==> config.mk <==
export PLATFORM = sky130hd
export DESIGN_NAME = cmp_serial
export DESIGN_NICKNAME = d
export VERILOG_FILES = /design/src/rtl/cmp_pkg.sv /design/src/rtl/cmp_bit_decide.sv /design/src/rtl/cmp_serial.sv
export SDC_FILE = /design/constraint.sdc
export NUM_CORES = 1
export LEC_CHECK = 0
export ABC_AREA = 1
export CAP_MARGIN = 40
export CORE_UTILIZATION = 49
export DETAILED_ROUTE_END_ITERATION = 10
export PLACE_DENSITY = 0.79
export SLEW_MARGIN = 20
export SYNTH_ARGS = -nofsm -noshare
export SYNTH_HDL_FRONTEND = slang
export SYNTH_SLANG_ARGS = --single-unit
==> constraint.sdc <==
create_clock -name clk -period 2.1 [get_ports clk]
set_clock_uncertainty 0.1 [all_clocks]
set_input_delay 0.315 -clock clk [delete_from_list [all_inputs] [get_ports clk]]
set_output_delay 0.315 -clock clk [all_outputs]
set_load 0.1 [all_outputs]
==> src/rtl/cmp_pkg.sv <==
// ============================================================================
// Module   : cmp_pkg
// Brief    : Shared types and result encoding for the serial comparator.
// Revision : 1.0 - initial release
// ============================================================================
`default_nettype none

package cmp_pkg;

  // Controller states: waiting, walking bit pairs, one-cycle result strobe.
  typedef enum logic [1:0] {
    IDLE = 2'd0,
    CMP  = 2'd1,
    DONE = 2'd2
  } state_t;

  // One-hot result encoding, ordered {great, equal, less}.
  localparam logic [2:0] NONE  = 3'b000;
  localparam logic [2:0] GREAT = 3'b100;
  localparam logic [2:0] EQUAL = 3'b010;
  localparam logic [2:0] LESS  = 3'b001;

  // Map the winner of the first differing bit pair onto the result code.
  function automatic logic [2:0] res_from_win(input logic a_wins);
    return a_wins ? GREAT : LESS;
  endfunction

endpackage : cmp_pkg

`default_nettype wire

==> src/rtl/cmp_bit_decide.sv <==
// ============================================================================
// Module   : cmp_bit_decide
// Brief    : Combinational decision for one bit pair of a serial compare.
//            In signed mode the MSB is the sign bit, so a 1 there is the
//            smaller operand; every other bit is weighted positively.
// Revision : 1.0 - initial release
// ============================================================================
`default_nettype none

module cmp_bit_decide (
  input  logic a_bit,
  input  logic b_bit,
  input  logic is_msb,
  input  logic signed_mode,
  output logic differ,
  output logic a_wins
);

  logic w_sign_bit;

  assign w_sign_bit = is_msb & signed_mode;
  assign differ     = a_bit ^ b_bit;
  // Only meaningful when differ is set: A wins if it holds the 1, unless
  // that 1 is a sign bit.
  assign a_wins     = differ & (w_sign_bit ? ~a_bit : a_bit);

endmodule : cmp_bit_decide

`default_nettype wire

==> src/rtl/cmp_serial.sv <==
// ============================================================================
// Module   : cmp_serial
// Brief    : Bit-serial magnitude comparator. Captures A/B on start, walks
//            the bit pairs MSB first one per clock, and stops at the first
//            difference (or after bit 0) with a registered one-hot result
//            and a one-cycle done pulse.
// Revision : 1.0 - initial release
// ============================================================================
`default_nettype none

module cmp_serial
  import cmp_pkg::*;
#(
  parameter int WIDTH = 4
) (
  input  logic             clk,
  input  logic             rst,
  input  logic             start,
  input  logic [WIDTH-1:0] A,
  input  logic [WIDTH-1:0] B,
  input  logic             signed_mode,
  output logic             busy,
  output logic             done,
  output logic             great,
  output logic             equal,
  output logic             less
);

  localparam int               IDX_W     = (WIDTH > 1) ? $clog2(WIDTH) : 1;
  localparam logic [IDX_W-1:0] c_IDX_MSB = IDX_W'(WIDTH - 1);
  localparam logic [IDX_W-1:0] c_IDX_ONE = IDX_W'(1);

  state_t             state_q, state_d;
  logic [WIDTH-1:0]   a_q, a_d;
  logic [WIDTH-1:0]   b_q, b_d;
  logic               signed_q, signed_d;
  logic [IDX_W-1:0]   idx_q, idx_d;
  logic [2:0]         res_q, res_d;
  logic               done_q, done_d;

  logic               w_a_bit;
  logic               w_b_bit;
  logic               w_is_msb;
  logic               w_differ;
  logic               w_a_wins;

  assign w_a_bit  = a_q[idx_q];
  assign w_b_bit  = b_q[idx_q];
  assign w_is_msb = (idx_q == c_IDX_MSB);

  cmp_bit_decide u_bit_decide (
    .a_bit       (w_a_bit),
    .b_bit       (w_b_bit),
    .is_msb      (w_is_msb),
    .signed_mode (signed_q),
    .differ      (w_differ),
    .a_wins      (w_a_wins)
  );

  // Next-state logic: accept in IDLE/DONE, walk one bit per cycle in CMP.
  always_comb begin
    state_d  = state_q;
    a_d      = a_q;
    b_d      = b_q;
    signed_d = signed_q;
    idx_d    = idx_q;
    res_d    = res_q;
    done_d   = 1'b0;

    case (state_q)
      IDLE, DONE: begin
        if (start) begin
          a_d      = A;
          b_d      = B;
          signed_d = signed_mode;
          idx_d    = c_IDX_MSB;
          res_d    = NONE;
          state_d  = CMP;
        end else if (state_q == DONE) begin
          state_d  = IDLE;
        end
      end

      CMP: begin
        if (w_differ) begin
          res_d   = res_from_win(w_a_wins);
          done_d  = 1'b1;
          state_d = DONE;
        end else if (idx_q == '0) begin
          res_d   = EQUAL;
          done_d  = 1'b1;
          state_d = DONE;
        end else begin
          idx_d   = idx_q - c_IDX_ONE;
        end
      end

      default: begin
        state_d = IDLE;
      end
    endcase
  end

  // State and datapath registers; reset clears everything and wins over start.
  always_ff @(posedge clk) begin
    if (rst) begin
      state_q  <= IDLE;
      a_q      <= '0;
      b_q      <= '0;
      signed_q <= 1'b0;
      idx_q    <= '0;
      res_q    <= NONE;
      done_q   <= 1'b0;
    end else begin
      state_q  <= state_d;
      a_q      <= a_d;
      b_q      <= b_d;
      signed_q <= signed_d;
      idx_q    <= idx_d;
      res_q    <= res_d;
      done_q   <= done_d;
    end
  end

  assign busy  = (state_q == CMP);
  assign done  = done_q;
  assign great = res_q[2];
  assign equal = res_q[1];
  assign less  = res_q[0];

endmodule : cmp_serial

`default_nettype wire

==> run summary, run 1 <==
sequential share of the synthesized area: 38.91%
die height: 44.25 µm
largest cells by area after synthesis: dfxtp_1 (39%), nand2_1 (12%), nor2_1 (12%), o21ai_0 (5.2%), inv_1 (5.2%)
worst reg2reg path depth: 8
pre-CTS setup slack: 0.3221 ns
Post-Syn Nets: 140
Port Buffer Count: 16
Switching Fraction: 38.24%
DP Wirelength: 1287 µm
DRC: 0
CTS Buf Count: 3
RSZ-0062 raised after global routing: no
period utilization: 85.35%
Synth top area share: 38.91%
DIE AREA: 1958 µm²
worst hold start: b_q[3]
Initial DRT Pass Iterations: 6
leading area contributor after synthesis: dfxtp_1
clk sinks: 17
fin area: 1084 µm²
combinational power share: 33.6%
Placement Rows: 14
Max clock buf depth: 2
Crit Path Max Fanout: 5
total grt overflow: 0
antenna fix cells: 0
worst hold slack: 0.3829 ns
vias in the first global route: 732
top-count cell post-synth: nand2_1
fin. max-slew vios: 0
first-pass GRT wire length: 3084 µm
Async S/R FF share, synth: 0%
die width: 44.25 µm
worst rel slew slack: 67.64%
critical path capture point type: output port
Main synth FF type: dfxtp_1
Post-synth EDFFs: 0
sw power: 322.5 µW
Post-layout nets: 159
vias: 809
FF-to-FF Start: idx_q[0]
CORE AREA: 1594 µm²
Post-CTS Setup Inserts: 0
Setup Viol. Count Final: 0
register-to-register setup slack: 0.38 ns
antenna violations before repair: 0
largest net degree at the start of global routing: 17
#FFs+latches synth: 17
CTS resizes: 0
Power Dens Cells: 778.5 nW/µm²
CTS tree: yes
Final Hold Fails: 0
internal power: 521.0 µW
Tmin final: 1.792 ns
Worst Path Arrival: 1.38 ns
DRT Wirelength: 1706 µm
clock root cell: clkbuf_4
P&R area growth vs syn: 23.89%
Max Cap Viol: 0
Worst EP required: 1.68 ns
Via density: 4.815
1st-iter DRT viols: 23
area of placed instances: 1054 µm²
Worst-Skew Late Latency: 0.30 ns
RD Place Congestion: 0.8491
IO Pins: 17
gr usage total: 20.68%
Worst Hold End: b_q[3]
H-tree levels: 1
Final WS setup: 0.3077 ns
Fmax: 0.5579 GHz
Max rail drop VDD: 0.0004762 V
r2r endpoint: idx_q[1]
Static Leak: 0.5235 nW
Mean Syn Cell Area: 6.941 µm²
depth of the worst hold-timing path: 2
CP Launch Type: flip-flop
commonest cells in the netlist: nand2_1 (29), nor2_1 (27), dfxtp_1 (17)
routed length per instance: 10.15 µm
CTS Hold Bufs: 0
clock share of power: 21.8%
count of cell types in the netlist: 19
share of cells above drive strength 1: 15.28%
Initial Util: 54.87%
Final ANT Viol Nets: 0
sequential share of power: 44.6%
clock-pin slew on the worst setup and hold paths: 0.10 ns
setup TNS: 0 ns
Setup CP Type: flip-flop to output port
outcome: finished clean
Pwr Total: 843.5 µW
synthesized area: 874.6 µm²
cells after synthesis: 126
Hold WC Path Type: flip-flop to flip-flop
Slew @ Worst Pin: 0.4842 ns
Yosys Warn Count: 0
[cell usage in the layout, fill, tap and decap left out, types with 2 or more instances in the layout]
cell type,Yosys,routed
buf_4,1,4
nand2_4,3,3
nand2_2,5,5
clkdlybuf4s50_1,0,11
ha_1,2,2
inv_1,12,12
nand3_1,6,6
nand3_2,2,2
nand2_1,29,29
dfxtp_1,17,17
a21oi_1,6,6
nor2_1,27,27
clkbuf_4,0,3
o21ai_0,9,9
[metrics by stage]
| step | util [%] | std cells |
|---|---|---|
| after floorplan | - | 126 |
| after global placement | 66.09 | 164 |
| after detailed placement | 66.09 | 164 |
| after CTS | 67.97 | 168 |
| after global routing | 67.97 | 168 |
| final | 67.97 | 168 |
[worst max path at each step]
stage,from,endpoint,cells past startpoint
after detailed placement,start,a_q[3],5
after global routing,state_q[0],busy,4
after floorplan,state_q[0],res_q[0],7
after CTS,state_q[0],busy,4
final,state_q[0],busy,4
after global placement,start,a_q[1],5
[layer usage]
| layer | GRT usage [%] | up-vias | routed length (µm) |
|---|---|---|---|
| li1 | - | 427 | - |
| met1 | 27.85 | 364 | 829 |
| met2 | 34.12 | 18 | 807 |
| met3 | 6.122 | 0 | 69 |
| met4 | 1.818 | 0 | 0 |
| met5 | 0 | - | 0 |
[kinds of logic (layout without fill, tap and decap cells)]
family                   count (synthesis)  after routing  synth area share [%]
AO/OA/AOI/OAI                           16             16                 9.442
adder cells (fa/ha/maj)                  2              2                 2.861
AND/OR/NAND/NOR                         74             74                 39.91
XOR/XNOR                                 2              2                 2.003
flip-flops                              17             17                 38.91
buffers and inverters                   15             33                 6.866
[layout make-up]
class	count	area (µm²)
repair buffers	16	160.2
inverters	13	48.80
fillers	148	510.5
well taps	24	30.03
clock buffers	3	22.52
multi-input cells	94	474.2
flip-flops and latches	17	340.3
clock inverters	1	7.507
[critical path: stages (launching register included)]
cell and delay (ns):
dfxtp_1 0.36, inv_1 0.05, or2_2 0.29, inv_1 0.17, buf_12 0.20
[state kept, by name, indices dropped and copies added (netlist names)]
register,cells
a_q,4
b_q,4
res_q,3
idx_q,2
state_q,2
done,1
signed_q,1
[power groups by stage]
stage / logic (mW) / registers (mW) / clock network (mW)
floorplan: 0.163 / 0.433 / 0
global placement: 0.276 / 0.383 / 0
detailed placement: 0.283 / 0.384 / 0
CTS: 0.284 / 0.376 / 0.191
global route: 0.311 / 0.381 / 0.204
finish: 0.283 / 0.376 / 0.184
(Power assumes the default switching activity.)
==> inputs of run 2 (changes only) <==
- CORE_UTILIZATION: 49 -> 45
- PLACE_DENSITY: 0.79 -> 0.74
==> run 2 against run 1 <==
Net effect:
- worst hold slack better by 0.0025 ns
- combinational power is 1% lower
- routed wire length down 6.8%
- sequential cell count did not move
- utilization fell by 7.3 points
- highest routed layer is now met4
- die area is 8.5% higher
- cell count rose by 0.60%
==> run summary, run 2 (synthesis results as in run 1) <==
outcome: finished clean
CTS tree: yes
Port Buffer Count: 16 (unchanged)
IO Pins: 17 (unchanged)
top flop regs: a_q (4), b_q (4), res_q (3)
Crit Path Max Fanout: 5 (unchanged)
Worst Path Arrival: 1.36 ns (-0.02 ns)
gr usage total: 17.02% (-3.7 points)
antenna violations before repair: 0 (unchanged)
combinational power share: 33.8% (+0.2 points)
1st-iter DRT viols: 11 (-52%)
CP most frequent cell: inv_1
Max clock buf depth: 2 (unchanged)
Hold WC Path Type: flip-flop to flip-flop
crit-path leading delay family: buffers and inverters
Max Cap Viol: 0 (unchanged)
largest net degree at the start of global routing: 17 (unchanged)
DRT Wirelength: 1590 µm (-6.8%)
clock-pin slew on the worst setup and hold paths: 0.09 ns (about the same)
die width: 46.09 µm (+4.2%)
CORE AREA: 1783 µm² (+12%)
Setup Viol. Count Final: 0 (unchanged)
Worst-Skew Late Latency: 0.28 ns (-0.02 ns)
Final WS setup: 0.3260 ns (+0.01835 ns)
most frequent cells in the layout: nand2_1 (29), nor2_1 (27), dfxtp_1 (17)
vias in the first global route: 629 (-14%)
critical path capture point type: output port
antenna fix cells: 0 (unchanged)
CP Launch Type: flip-flop
total grt overflow: 0 (unchanged)
Static Leak: 0.5246 nW (+0.20%)
share of cells above drive strength 1: 14.58% (-0.69 points)
CTS Hold Bufs: 0 (unchanged)
P&R area growth vs syn: 23.61%
Max rail drop VDD: 0.0003425 V (-28%)
area of the multi-input gates: 474.2 µm² (unchanged)
worst hold slack: 0.3854 ns (+0.002550 ns)
Initial DRT Pass Iterations: 4 (-2)
RSZ-0062 raised after global routing: no
r2r endpoint: idx_q[1]
CTS Buf Count: 3 (unchanged)
period utilization: 84.48% (-0.87 points)
fin area: 1081 µm² (-0.23%)
sw power: 303.0 µW (-6.1%)
CP startpoint: state_q[0]
DIE AREA: 2124 µm² (+8.5%)
Pwr Total: 824.6 µW (-2.2%)
CP max stage cell: dfxtp_1
commonest non-fill, non-tap cell in the layout: nand2_1
FF-to-FF Start: idx_q[0]
FF/Latch Area: 340.3 µm² (unchanged)
placed cells: 165 (+0.61%)
critical path's largest stage delay: 0.36 ns (about the same)
fin. max-slew vios: 0 (unchanged)
Switching Fraction: 36.75% (-1.5 points)
CP Buf/Inv Count: 3 (unchanged)
Initial Util: 49.05% (-5.8 points)
Tmin final: 1.774 ns (-0.01835 ns)
clk sinks: 17 (unchanged)
Fillers: 178 (+20%)
Core Util, Final: 60.63% (-7.3 points)
RD Place Congestion: 0.8257 (-2.8%)
register-to-register setup slack: 0.43 ns (+0.05 ns)
Slew @ Worst Pin: 0.4835 ns (-0.0006680 ns)
Worst EP required: 1.68 ns (about the same)
sequential share of power: 45.6% (+1.0 points)
worst reg2reg path depth: 8 (unchanged)
vias: 803 (-0.74%)
Setup CP Type: flip-flop to output port
clock root cell: clkbuf_4
DP Wirelength: 1201 µm (-6.7%)
routed length per instance: 9.408 µm (-7.4%)
CP endpoint: busy
area of placed instances: 1055 µm² (+0.12%)
DRC: 0 (unchanged)
first-pass GRT wire length: 2628 µm (-15%)
setup TNS: 0 ns (unchanged)
pre-CTS setup slack: 0.3053 ns (-0.01677 ns)
Placement Rows: 15 (+1)
die height: 46.09 µm (+4.2%)
Post-layout nets: 159 (unchanged)
Final ANT Viol Nets: 0 (unchanged)
H-tree levels: 1 (unchanged)
CP cell instances: inv_1 -> or2_2 -> inv_1 -> buf_12
Post-CTS Setup Inserts: 0 (unchanged)
clock share of power: 20.6% (-1.2 points)
Final Hold Fails: 0 (unchanged)
internal power: 521.6 µW (+0.13%)
Via density: 4.751 (-1.3%)
Power Dens Cells: 762.8 nW/µm² (-2.0%)
number of cells on the critical path: 4 (unchanged)
Layout Cells excl Fill: 169 (+0.60%)
CTS resizes: 0 (unchanged)
worst rel slew slack: 67.69% (about the same)
Fmax: 0.5637 GHz (+1.0%)
-- run 2: cell count changes in the layout (fill, tap and decap cells not counted) --
cell	change
clkbuf_1	+1
clkinvlp_4	-1
-- run 2: worst min path at each step --
stage | from | endpoint | depth (start not counted)
global route | b_q[3] | b_q[3] | 2
floorplan | rst | state_q[0] | 1
global placement | b_q[3] | b_q[3] | 2
CTS | b_q[2] | b_q[2] | 2
finish | b_q[2] | b_q[2] | 2
detailed placement | b_q[2] | b_q[2] | 2
-- run 2: final cells by class --
cell class              count  area share [%]
inverters                  13           4.514
clock buffers               4           2.431
repair buffers             16           14.81
well taps                  25           2.894
multi-input cells          94           43.87
flip-flops and latches     17           31.48
-- run 2: power groups by stage --
stage / clock network, mW / logic, mW / registers [mW]
floorplan: 0 / 0.163 / 0.433
global placement: 0 / 0.276 / 0.383
detailed placement: 0 / 0.281 / 0.384
CTS: 0.176 / 0.282 / 0.376
global route: 0.194 / 0.306 / 0.381
finish: 0.170 / 0.279 / 0.376
-- run 2: worst reg2reg max path, cell delays in order, from the launching register on --
cell and delay (ns):
dfxtp_1 0.52, inv_2 0.15, ha_1 0.24, nor2_1 0.18, nand3_4 0.15, nand2_2 0.09, nand2_1 0.06, nand2_1 0.05
nor2_1 0.04
-- run 2: layer usage --
metal | up-vias | global-route usage, % | wire (µm) | part of all wire, %
li1 | 430 | - | - | -
met1 | 351 | 22.43 | 794 | 50
met2 | 17 | 27.61 | 722 | 45
met3 | 5 | 3.529 | 49 | 3.1
met4 | 0 | 5.294 | 23 | 1.4
met5 | - | 0 | 0 | 0
